===== config.mk =====
export PLATFORM = sky130hd
export DESIGN_NAME = alu_sequencer
export DESIGN_NICKNAME = d
export VERILOG_FILES = /design/src/rtl/alu_sequencer.sv
export SDC_FILE = /design/constraint.sdc
export NUM_CORES = 1
export LEC_CHECK = 0
export CAP_MARGIN = 20
export CORE_ASPECT_RATIO = 0.5
export CORE_MARGIN = 2
export CORE_UTILIZATION = 45
export DETAILED_ROUTE_END_ITERATION = 8
export SYNTH_ARGS = -nofsm -noshare
export SYNTH_HDL_FRONTEND = slang
export SYNTH_SLANG_ARGS = --single-unit

===== constraint.sdc =====
create_clock -name clock -period 5.6 [get_ports clock]
set_input_delay 0.84 -clock clock [delete_from_list [all_inputs] [get_ports clock]]
set_output_delay 0.84 -clock clock [all_outputs]
set_load 0.05 [all_outputs]

===== src/rtl/alu_sequencer.sv =====
// alu_sequencer: multi-cycle issue controller in front of the 32-bit ALU.
// Accepts one instruction, reads operands, drives the ALU, then writes back.
module alu_sequencer #(
  parameter int NREGS   = 16,
  parameter int ALU_LAT = 1
) (
  input  logic        clock,
  input  logic        reset,
  input  logic        instr_valid,
  input  logic [31:0] instr_data,
  output logic        instr_ready,
  output logic [31:0] alu_a,
  output logic [31:0] alu_b,
  output logic [31:0] alu_reg8,
  output logic [15:0] alu_value,
  output logic        alu_highlow,
  output logic        alu_f1,
  output logic        alu_f2,
  output logic [6:0]  alu_instr,
  input  logic [31:0] alu_c,
  input  logic        alu_f3,
  input  logic        alu_addrch,
  input  logic [31:0] alu_naddr,
  output logic [31:0] pc,
  output logic        illegal,
  input  logic [3:0]  dbg_addr,
  output logic [31:0] dbg_data
);

  localparam int CW = (ALU_LAT > 1) ? $clog2(ALU_LAT) : 1;

  typedef enum logic [1:0] {
    S_IDLE,
    S_DECODE,
    S_EXEC,
    S_WB
  } state_t;

  state_t          r_state;
  logic [31:0]     r_ir;
  logic [31:0]     r_regs [NREGS];
  logic [31:0]     r_pc;
  logic            r_f1;
  logic            r_f2;
  logic            r_illegal;
  logic [CW-1:0]   r_cnt;
  logic [31:0]     r_c;
  logic            r_f3;
  logic            r_addrch;
  logic [31:0]     r_naddr;
  logic [31:0]     r_alu_a;
  logic [31:0]     r_alu_b;
  logic [31:0]     r_alu_reg8;
  logic [15:0]     r_alu_value;
  logic            r_alu_hl;
  logic            r_alu_f1;
  logic            r_alu_f2;
  logic [6:0]      r_alu_instr;

  logic [6:0]  w_op;
  logic        w_hl;
  logic [3:0]  w_rd;
  logic [3:0]  w_ra;
  logic [3:0]  w_rb;
  logic [15:0] w_imm;
  logic        w_is_alu;
  logic        w_is_cmp;
  logic        w_is_jmp;
  logic        w_is_ill;
  logic        w_accept;

  assign w_op  = r_ir[6:0];
  assign w_hl  = r_ir[7];
  assign w_rd  = r_ir[11:8];
  assign w_ra  = r_ir[15:12];
  assign w_imm = r_ir[31:16];
  assign w_rb  = w_imm[3:0];

  assign w_is_alu = (w_op < 7'd8);
  assign w_is_cmp = (w_op >= 7'd8) && (w_op < 7'd14);
  assign w_is_jmp = (w_op == 7'd14) || (w_op == 7'd15);
  assign w_is_ill = (w_op >= 7'd16);

  assign instr_ready = (r_state == S_IDLE) && !reset;
  assign w_accept    = instr_valid && instr_ready;

  assign alu_a       = r_alu_a;
  assign alu_b       = r_alu_b;
  assign alu_reg8    = r_alu_reg8;
  assign alu_value   = r_alu_value;
  assign alu_highlow = r_alu_hl;
  assign alu_f1      = r_alu_f1;
  assign alu_f2      = r_alu_f2;
  assign alu_instr   = r_alu_instr;
  assign pc          = r_pc;
  assign illegal     = r_illegal;
  assign dbg_data    = r_regs[dbg_addr];

  always_ff @(posedge clock) begin
    if (reset) begin
      r_state     <= S_IDLE;
      r_ir        <= '0;
      for (int i = 0; i < NREGS; i++) r_regs[i] <= '0;
      r_pc        <= '0;
      r_f1        <= 1'b0;
      r_f2        <= 1'b0;
      r_illegal   <= 1'b0;
      r_cnt       <= '0;
      r_c         <= '0;
      r_f3        <= 1'b0;
      r_addrch    <= 1'b0;
      r_naddr     <= '0;
      r_alu_a     <= '0;
      r_alu_b     <= '0;
      r_alu_reg8  <= '0;
      r_alu_value <= '0;
      r_alu_hl    <= 1'b0;
      r_alu_f1    <= 1'b0;
      r_alu_f2    <= 1'b0;
      r_alu_instr <= '0;
    end else begin
      unique case (r_state)
        S_IDLE: begin
          if (w_accept) begin
            r_ir    <= instr_data;
            r_state <= S_DECODE;
          end
        end
        // Operand capture doubles as the ALU drive registers for EXEC.
        S_DECODE: begin
          r_alu_a     <= r_regs[w_ra];
          r_alu_b     <= r_regs[w_rb];
          r_alu_reg8  <= r_regs[4'd8];
          r_alu_value <= w_imm;
          r_alu_hl    <= w_hl;
          r_alu_f1    <= r_f1;
          r_alu_f2    <= r_f2;
          r_alu_instr <= w_op;
          r_cnt       <= CW'(ALU_LAT - 1);
          r_state     <= S_EXEC;
        end
        S_EXEC: begin
          if (r_cnt == '0) begin
            r_c         <= alu_c;
            r_f3        <= alu_f3;
            r_addrch    <= alu_addrch;
            r_naddr     <= alu_naddr;
            r_alu_a     <= '0;
            r_alu_b     <= '0;
            r_alu_reg8  <= '0;
            r_alu_value <= '0;
            r_alu_hl    <= 1'b0;
            r_alu_f1    <= 1'b0;
            r_alu_f2    <= 1'b0;
            r_alu_instr <= '0;
            r_state     <= S_WB;
          end else begin
            r_cnt <= r_cnt - CW'(1);
          end
        end
        S_WB: begin
          r_state <= S_IDLE;
          r_pc    <= r_pc + 32'd1;
          unique case (1'b1)
            w_is_alu: r_regs[w_rd] <= r_c;
            w_is_cmp: begin
              if (w_rd[0]) r_f2 <= r_f3;
              else         r_f1 <= r_f3;
            end
            w_is_jmp: begin
              if (r_addrch) r_pc <= r_naddr;
            end
            w_is_ill: r_illegal <= 1'b1;
            default: ;
          endcase
        end
        default: r_state <= S_IDLE;
      endcase
    end
  end

endmodule


==> flow_summary.json <==
{
  "cp-start-kind": "primary input",
  "yosys.area.top_type": "edfxtp_1",
  "grt_first_pass_wirelength_mm": 207,
  "endpoint_kind": "output port",
  "final_util_pct": 52.9,
  "dp_slack_ns": 1.14,
  "yosysTopAreaCellShare_pct": 37.3,
  "synth_edf_count": 512,
  "start_util_pct": 45.5,
  "grt_use_total_pct": 30.2,
  "p_leak_nw": 16.3,
  "crit_chain": "clkbuf_8 -> buf_12 -> mux4_2 -> mux4_2 -> clkdlybuf4s50_1",
  "ys_ff_latch": 777,
  "powerDensity_nw_per_um2": 387,
  "arrival_ns": 3.59,
  "cp_slowest_cell": "clkdlybuf4s50_1",
  "worst_pin_slew_ns": 1.17,
  "clk_path_buf_depth": 3,
  "hpwl_mm": 87.8,
  "path_max_fanout": 44,
  "status": "finished, final reports clean",
  "async_flop_share_pct": 0,
  "grt_setup_unrepaired": "no",
  "period_minus_slack_ns": 4.43,
  "tns_ns": 0,
  "rr_worst_depth": 8,
  "ff2ff_setup_slack_ns": 1.73,
  "timing_hold_violations_final": 0,
  "relSlewSlack_pct": 21.7,
  "nets": 3557,
  "cp_top_family": "buffers and inverters",
  "syn_inst": 3311,
  "drc": 0,
  "cts.sinks": 777,
  "first_pass_iters": 6,
  "ys_seq_area_share_pct": 50.2,
  "worstPathRequired_ns": 4.76,
  "layout_setup_ws_ns": 1.17,
  "grt_pass1_vias": 29800,
  "hold_end": "alu_b[19]",
  "hp-class": "reg -> reg",
  "synth_common_cells": "517 x and2_1, 512 x edfxtp_1, 327 x mux2i_1, 288 x mux4_2, 265 x dfxtp_1",
  "synth_cell_types": 60,
  "clock.fmax_mhz": 226,
  "r2r_end": "alu_a[18]",
  "grt-ovfl-total": 0,
  "cts_max_level": 3,
  "startpoint": "dbg_addr[0]",
  "worstHoldStart": "alu_b[19]",
  "fin_area_um2": 47900,
  "finalCritPeriodShare_pct": 79.2,
  "cts_hold_buf": 0,
  "whs_ns": 0.452,
  "post_cts_resized": 0,
  "placed_area_um2": 45400,
  "ios": 293,
  "drv_cap": 0,
  "gp_congestion": 0.893,
  "cts_tree": "built",
  "antenna_left": 0,
  "synth_area_leaders": "edfxtp_1 37%, mux4_2 16%, dfxtp_1 13%",
  "drt_iter0_markers": 4064,
  "cpMostUsedCell": "mux4_2",
  "clkTransAtPathRegs_ns": 0.07,
  "antenna_found_initial": 9,
  "avgRoutedWirePerCell_um": 30.3,
  "cp_slowest_stage_delay_ns": 0.74,
  "syn_to_final_growth_pct": 16.3,
  "yosysMostFrequentCell": "and2_1",
  "avgSynthCellArea_um2": 12.4,
  "dieArea_um2": 94200,
  "setup_violations": 0,
  "viasPerCell": 6.46,
  "vdd_drop_max_mv": 0.318,
  "hold_depth": 2,
  "die_h_um": 218,
  "nFillCells": 7686,
  "clk_latency_ns": 0.66,
  "drt-total-wl_mm": 143,
  "core_area_um2": 90700,
  "worstReg2RegStart": "r_state[1]",
  "grt_start_max_net_pins": 80,
  "skew_ns": 0.0273,
  "layout-drive-gt1-share_pct": 15.8,
  "synthesis.nets": 3421,
  "ys_warn_count": 0,
  "portBuffers": 292,
  "cp_num_buf_inv": 3,
  "syn_area_um2": 41200,
  "ys.flop_type": "edfxtp_1",
  "die_x_um": 432,
  "cts_buffers": 75,
  "vias": 30400,
  "critical_path_class": "in -> out",
  "cts_root_buffer": "clkbuf_16",
  "post-cts-setup-buffer-count": 0,
  "slew_viol_final": 0,
  "fp-row-count": 78
}
## worst max path at each step
| stage | end | slack [ns] | cells after the start |
|---|---|---|---|
| final | dbg_data[3] | 1.17 | 5 |
| after global routing | dbg_data[3] | 1.08 | 5 |
| after CTS | dbg_data[3] | 1.14 | 5 |
| after detailed placement | dbg_data[3] | 1.14 | 5 |
| after global placement | dbg_data[3] | 1.18 | 5 |
| after floorplan | r_regs[12][0] | 1.11 | 5 |
## through the flow
stage               std cells  total power (W)
floorplan                3311           0.0110
global placement         4566           0.0132
detailed placement       4568           0.0133
CTS                      4705           0.0185
global route             4707           0.0192
finish                   4709           0.0185
## layer usage
metal,vias up,global-route usage [%],wire length (um)
met2,1750,45.8,63600
met5,-,0,60
met3,286,7.25,15600
met1,15600,42.6,58700
li1,12800,-,-
met4,8,10.1,4620
## registers in the layout, indices dropped and copies added, names as in the netlist, 2 cells and up, named ones only
register   count
r_regs       512
alu_a         32
alu_b         32
alu_reg8      32
pc            32
r_c           32
r_ir          32
r_naddr       32
alu_value     16
alu_instr      7
r_state        2
## logic make-up after synthesis
family	Yosys count	synth area share, %
AOI/OAI and AO/OA	509	8.25
adders and majority gates	5	0.152
buffers and inverters	325	3.26
DFF	777	50.2
muxes	616	23.7
and+or+nand+nor	1079	14.5
## final cells by class
class,count,area [um^2],share of cell area [%]
antenna,2,5.00,0.0104
inverter,7,26.3,0.0548
clock inverter,25,221,0.462
timing repair buffer,377,3770,7.87
sequential,777,20700,43.2
tap,1200,1500,3.13
multi-input combinational,2209,19500,40.6
clock buffer,112,2240,4.68
## power breakdown
part	switching (W)	total [W]	internal, W
clock network	0.00233	0.00525	0.00292
registers	0.000726	0.00739	0.00666
logic	0.00380	0.00589	0.00210
## cell usage in the layout (no fill, tap or decap), types with 7 or more instances in the layout
cell	Yosys	layout
and2_1	517	514
edfxtp_1	512	512
mux2i_1	327	327
mux4_2	288	288
clkdlybuf4s50_1	0	287
dfxtp_1	265	257
nor2_1	158	146
nand2_1	142	142
a21oi_1	112	112
a22oi_1	102	102
o21ai_0	94	82
clkbuf_16	0	81
buf_4	8	69
nor2b_1	65	60
a221oi_1	60	60
nand3_1	46	46
nand2b_1	45	45
o31ai_1	39	39
nand4_1	32	32
nor3_1	31	28
o211ai_1	27	27
a21o_1	26	26
clkbuf_1	224	21
and3_1	14	14
buf_12	0	14
o21ai_4	0	12
nor2_2	3	12
clkbuf_8	0	11
clkinv_2	0	10
a211oi_1	9	9
o21ai_1	7	7
## worst reg2reg max path, cell delays in order, from the launching register on
cell      delay, ns
dfxtp_1        0.41
inv_1          0.11
ha_4           0.61
nor2b_4        0.27
and2_4         0.62
nand2b_1       0.78
buf_4          0.48
o211ai_1       0.41
a21o_1         0.13
(Power assumes the default switching activity.)
